<file path="config.mk">
export PLATFORM = sky130hd
export DESIGN_NAME = branch_predictor_btb
export DESIGN_NICKNAME = d
export VERILOG_FILES = /design/src/rtl/bp_pkg.sv /design/src/rtl/branch_predictor_btb_sat_counter.sv /design/src/rtl/branch_predictor_btb.sv
export SDC_FILE = /design/constraint.sdc
export NUM_CORES = 2
export LEC_CHECK = 0
export CORE_MARGIN = 1
export CORE_UTILIZATION = 35
export CTS_BUF_LIST = sky130_fd_sc_hd__clkbuf_16
export DETAILED_ROUTE_END_ITERATION = 6
export SLEW_MARGIN = 20
export SYNTH_ARGS = -nofsm -noshare
export SYNTH_HDL_FRONTEND = slang
export SYNTH_SLANG_ARGS = --single-unit
export TNS_END_PERCENT = 100
</file>
<file path="constraint.sdc">
create_clock -name clk -period 12.4 [get_ports clk]
set_input_delay 3.1 -clock clk [delete_from_list [all_inputs] [get_ports clk]]
set_output_delay 3.1 -clock clk [all_outputs]
set_load 0.05 [all_outputs]
</file>
<file path="src/rtl/bp_pkg.sv">
// Shared types and helpers for the branch target buffer: counter encodings,
// table entry layout and PC field extraction.
package bp_pkg;

    localparam int unsigned BP_MAX_W     = 64;
    localparam int unsigned BP_MAX_CNT_W = 8;

    localparam logic [1:0] SNT = 2'b00;
    localparam logic [1:0] WNT = 2'b01;
    localparam logic [1:0] WT  = 2'b10;
    localparam logic [1:0] ST  = 2'b11;

    // Fields are sized for the widest supported configuration; bits above the
    // configured widths are always written as zero.
    typedef struct packed {
        logic                      valid;
        logic [BP_MAX_W-1:0]       tag;
        logic [BP_MAX_W-1:0]       target;
        logic [BP_MAX_CNT_W-1:0]   cnt;
    } btb_entry_t;

    function automatic logic [BP_MAX_CNT_W-1:0] cnt_wt(input int unsigned cnt_w);
        return BP_MAX_CNT_W'(1) << (cnt_w - 1);
    endfunction

    function automatic logic [BP_MAX_CNT_W-1:0] cnt_wnt(input int unsigned cnt_w);
        return (BP_MAX_CNT_W'(1) << (cnt_w - 1)) - BP_MAX_CNT_W'(1);
    endfunction

    function automatic logic [BP_MAX_CNT_W-1:0] cnt_next(input logic [BP_MAX_CNT_W-1:0] cnt,
                                                         input logic taken,
                                                         input int unsigned cnt_w);
        logic [BP_MAX_CNT_W-1:0] max_val;
        max_val = (BP_MAX_CNT_W'(1) << cnt_w) - BP_MAX_CNT_W'(1);
        if (taken) return (cnt == max_val) ? cnt : cnt + BP_MAX_CNT_W'(1);
        return (cnt == '0) ? cnt : cnt - BP_MAX_CNT_W'(1);
    endfunction

    function automatic logic [BP_MAX_W-1:0] pc_idx(input logic [BP_MAX_W-1:0] pc,
                                                   input int unsigned idx_w);
        return (pc >> 2) & ((BP_MAX_W'(1) << idx_w) - BP_MAX_W'(1));
    endfunction

    function automatic logic [BP_MAX_W-1:0] pc_tag(input logic [BP_MAX_W-1:0] pc,
                                                   input int unsigned idx_w,
                                                   input int unsigned tag_w);
        return (pc >> (idx_w + 2)) & ((BP_MAX_W'(1) << tag_w) - BP_MAX_W'(1));
    endfunction

endpackage

</file>
<file path="src/rtl/branch_predictor_btb_sat_counter.sv">
// Up/down counter that saturates at both ends, with synchronous clear.
module sat_counter #(
    parameter int unsigned WIDTH = 2
) (
    input  logic             clk,
    input  logic             reset,
    input  logic             inc,
    input  logic             dec,
    input  logic             clear,
    output logic [WIDTH-1:0] value
);

    logic [WIDTH-1:0] value_q, value_d;

    always_comb begin
        value_d = value_q;
        if (clear) begin
            value_d = '0;
        end else if (inc && !dec && (value_q != '1)) begin
            value_d = value_q + WIDTH'(1);
        end else if (dec && !inc && (value_q != '0)) begin
            value_d = value_q - WIDTH'(1);
        end
    end

    always_ff @(posedge clk) begin
        if (reset) value_q <= '0;
        else       value_q <= value_d;
    end

    assign value = value_q;

endmodule

</file>
<file path="src/rtl/branch_predictor_btb.sv">
// Direct-mapped branch target buffer with per-entry saturating direction
// counters and saturating perf counters for resolved / mispredicted branches.
module branch_predictor_btb
    import bp_pkg::*;
#(
    parameter int unsigned XLEN    = 64,
    parameter int unsigned ENTRIES = 16,
    parameter int unsigned TAG_W   = 12,
    parameter int unsigned CNT_W   = 2,
    parameter int unsigned PERF_W  = 32
) (
    input  logic              clk,
    input  logic              reset,
    input  logic [XLEN-1:0]   lookup_pc,
    output logic              pred_hit,
    output logic              pred_taken,
    output logic [XLEN-1:0]   pred_next_pc,
    input  logic              update_valid,
    input  logic [XLEN-1:0]   update_pc,
    input  logic              update_taken,
    input  logic [XLEN-1:0]   update_target,
    input  logic              update_mispredict,
    output logic [PERF_W-1:0] perf_branches,
    output logic [PERF_W-1:0] perf_mispred
);

    localparam int unsigned IDX_W = $clog2(ENTRIES);

    btb_entry_t table_q [ENTRIES];

    logic [IDX_W-1:0]    lk_idx, up_idx;
    logic [BP_MAX_W-1:0] lk_tag, up_tag;
    logic                up_hit;

    assign lk_idx = IDX_W'(pc_idx(BP_MAX_W'(lookup_pc), IDX_W));
    assign lk_tag = pc_tag(BP_MAX_W'(lookup_pc), IDX_W, TAG_W);
    assign up_idx = IDX_W'(pc_idx(BP_MAX_W'(update_pc), IDX_W));
    assign up_tag = pc_tag(BP_MAX_W'(update_pc), IDX_W, TAG_W);

    // Lookup reads registered state only, so a same-cycle update is not seen.
    always_comb begin
        pred_hit     = table_q[lk_idx].valid && (table_q[lk_idx].tag == lk_tag);
        pred_taken   = pred_hit && table_q[lk_idx].cnt[CNT_W-1];
        pred_next_pc = pred_taken ? table_q[lk_idx].target[XLEN-1:0]
                                  : lookup_pc + XLEN'(4);
    end

    assign up_hit = table_q[up_idx].valid && (table_q[up_idx].tag == up_tag);

    always_ff @(posedge clk) begin
        if (reset) begin
            for (int i = 0; i < int'(ENTRIES); i++) begin
                table_q[i].valid  <= 1'b0;
                table_q[i].tag    <= '0;
                table_q[i].target <= '0;
                table_q[i].cnt    <= cnt_wnt(CNT_W);
            end
        end else if (update_valid) begin
            if (up_hit) begin
                table_q[up_idx].cnt <= cnt_next(table_q[up_idx].cnt, update_taken, CNT_W);
                if (update_taken) table_q[up_idx].target <= BP_MAX_W'(update_target);
            end else if (update_taken) begin
                table_q[up_idx].valid  <= 1'b1;
                table_q[up_idx].tag    <= up_tag;
                table_q[up_idx].target <= BP_MAX_W'(update_target);
                table_q[up_idx].cnt    <= cnt_wt(CNT_W);
            end
        end
    end

    sat_counter #(
        .WIDTH (PERF_W)
    ) u_perf_branches (
        .clk   (clk),
        .reset (reset),
        .inc   (update_valid),
        .dec   (1'b0),
        .clear (1'b0),
        .value (perf_branches)
    );

    sat_counter #(
        .WIDTH (PERF_W)
    ) u_perf_mispred (
        .clk   (clk),
        .reset (reset),
        .inc   (update_valid && update_mispredict),
        .dec   (1'b0),
        .clear (1'b0),
        .value (perf_mispred)
    );

endmodule

</file>
==> run summary <==
Cell Chain, Critical Path - clkdlybuf4s50_1 > buf_4 > and4_1 > nand4_1 > nor3_1 > nand4_1 > or2_2 > inv_1 > nand4_1 > xor2_1 > a21oi_1 > buf_12
Most used cell, CP - nand4_1
Share of layout cells above drive strength 1 - 18.9%
Peak supply drop - 0.109 mV
Fin area - 78700 µm²
GR Util All Layers - 21.2%
Setup TNS - 0 ns
Outcome - finished, final reports clean
Core box area - 193000 µm²
Num CTS Buffers - 156
Period utilization - 90.1%
ANT nets after route - 0
Async SR Flop Fraction - 0%
DR DRC count - 0
Cells after DPL - 7125
Worst Tran Pin Value - 1.16 ns
WP data required - 9.30 ns
# resized after CTS - 0
Top delay family on crit path - simple AND/OR/NAND/NOR gates
Netlist cell types - 84
Register bit total from synthesis - 1424
Worst skew pair latency - 0.82 ns
Sink Count - 1424
Crit path DAT - 8.07 ns
P&R area growth vs syn - 15.4%
Worst-path clk slew - 0.05 ns
Vias/cell - 5.56
Critical path peak fanout - 10
IO Pins - 327
Crit path capture type - output port
Postcts setup bufs - 0
CTS Hold Bufs - 0
Final #Nets - 4960
Synth Instances - 4624
Non-filler cells, final - 7416
Area of the die - 197000 µm²
Hold crit path type - flop to flop
Leakage - 27.4 nW
Final hold vios - 0
Root Driver - clkbuf_16
Vias in the first global route - 41700
Per-cell routed wire length - 28.4 µm
Syn nets - 4827
Starting DRC count in detailed routing - 4779
H-tree levels - 4
Port Buffer Count - 278
Die Width - 443 µm
DRT Wirelength - 211000 µm
Kind of critical path - input pin to output port
Utilization after layout - 40.8%
Largest net degree at the start of global routing - 96
TritonCTS clock tree - built
Worst setup margin - 1.23 ns
First-pass GRT wire length - 302000 µm
Largest stage delay, worst path - 0.95 ns
Final min period - 11.17 ns
Initial antenna violation count - 39
CP max-delay cell - clkdlybuf4s50_1
Die height - 443 µm
DR vias - 41200
DP Worst Slack - 1.22 ns
Max Clock Skew - 0.0574 ns
Syn_area_per_cell - 14.7 µm²
Synth Warn # - 0
Gp weighted congestion - 0.817
Mapped cell area - 68200 µm²
Row count - 161
Max Cap Viol - 0
Final setup fails - 0
Grt ovf - 0
Sequential area share after synthesis - 61.6%
Bufs and invs on worst path - 4
RSZ-0062 raised after global routing - no
DR pass1 iterations - 6
Post-synth EDFFs - 1344
Clock Path Buffers - 3
Pwr per Cell Area - 141 nW/µm²
Achievable frequency - 0.0895 GHz
Final slew viol count - 0
Top FF cell, synth - edfxtp_1
Dpl cell area - 73800 µm²
DPL Wire Length - 118000 µm
Starting Density - 35.3%
Slew margin rel. - 22.7%
Setup crit start kind - input pin
## cells by family after synthesis
group,count (synthesis),share of synthesized area [%]
simple gates,1881,15.9
flops,1424,61.6
mux,506,15.5
buf+inv,434,2.69
compound gates,229,2.31
xor+xnor,144,1.85
fa+ha+maj,6,0.110
## cell usage in the layout, fill, tap and decap left out, types with 14 or more instances in the layout
cell type	synthesis	final
edfxtp_1	1344	1344
and2_1	1061	1061
mux4_2	440	440
and3_1	216	216
clkdlybuf4s50_1	0	208
nor2_1	221	204
clkbuf_16	0	156
buf_4	7	132
nand2_1	114	114
xor2_1	92	92
dfxtp_1	80	80
a21oi_1	74	74
nor3_1	66	66
nand3_1	57	57
xnor2_1	52	52
inv_1	22	51
mux2i_1	45	45
clkinv_1	2	41
buf_12	1	38
nand4_1	32	32
nor2b_1	30	30
clkinv_2	0	25
mux2_2	21	21
o21ai_0	38	21
a21o_1	17	17
nor2_4	0	16
or2_1	15	15
a211oi_1	14	14
o21ai_4	0	14
## final cells by class
cell class | count | area, µm²
Antenna cell | 12 | 30.0
Clock buffer | 156 | 3900
Clock inverter | 123 | 946
Fill cell | 17500 | 114000
Inverter | 24 | 100
Multi-Input combinational cell | 2766 | 24600
Sequential cell | 1424 | 42000
Tap cell | 2526 | 3160
Timing Repair Buffer | 385 | 3910
## flip-flops by register name, summed over array words and instances, names as in the netlist
signal                 cells
u_perf_mispred.value      32
u_perf_branches.value     32
table_q                 1360
## cells in the mapped netlist (13+ instances only)
library cell / n / area, µm²
dfxtp_1: 80 / 1600
xnor2_1: 52 / 455
edfxtp_1: 1344 / 40400
nand4_1: 32 / 200
inv_1: 22 / 82.6
mux2i_1: 45 / 450
o21ai_0: 38 / 190
a21o_1: 17 / 128
nor2b_1: 30 / 188
a31o_2: 13 / 114
nand2_1: 114 / 428
a211oi_1: 14 / 105
or2_1: 15 / 93.8
clkbuf_1: 325 / 1220
xor2_1: 92 / 806
mux4_2: 440 / 9910
a21oi_1: 74 / 370
and2_1: 1061 / 6640
nand3_1: 57 / 285
mux2_2: 21 / 236
nor2_1: 221 / 830
buf_2: 55 / 275
nor3_1: 66 / 330
and3_1: 216 / 1350
## worst register-to-register path, delay by kind of cell, from the launching register on
family / cells / cell delay (ns)
and+or+nand+nor: 3 / 1.34
muxes: 2 / 0.98
buffers and inverters: 1 / 0.60
AOI/OAI and AO/OA: 1 / 0.54
xor gates and xnor gates: 1 / 0.43
DFF: 1 / 0.40
## stage by stage
stage	power, mW	hold slack [ns]
4_1_cts	11.1	0.479
2_1_floorplan	6.29	0.439
3_3_place_gp	6.70	0.456
3_5_place_dp	6.72	0.466
5_1_grt	11.4	0.510
6_report	11.1	0.481
## report_power, final
| group | internal [mW] | switching, mW | leakage, nW | total, mW |
|---|---|---|---|---|
| clock | 2.44 | 2.02 | 2.49 | 4.46 |
| sequential | 5.49 | 0.0718 | 13.5 | 5.57 |
| combinational | 0.419 | 0.629 | 11.4 | 1.05 |
## final timing paths
check / from / to / slack [ns] / cells past startpoint
max: lookup_pc[5] / pred_next_pc[56] / 1.23 / 12
min: table_q[14][84] / table_q[14][84] / 0.48 / 1
max reg2reg: table_q[8][80] / table_q[15][77] / 7.66 / 8
min reg2reg: table_q[14][84] / table_q[14][84] / 0.48 / 1
## per-layer routing
| layer | vias up | track usage (%) | share of wire, % |
|---|---|---|---|
| met4 | 24 | 7.80 | 3.5 |
| met5 | - | 0 | 0.073 |
| li1 | 17500 | - | - |
| met2 | 1701 | 36.0 | 50 |
| met1 | 21600 | 27.3 | 40 |
| met3 | 374 | 3.18 | 6.7 |
Power figures use the tool's default switching activity.
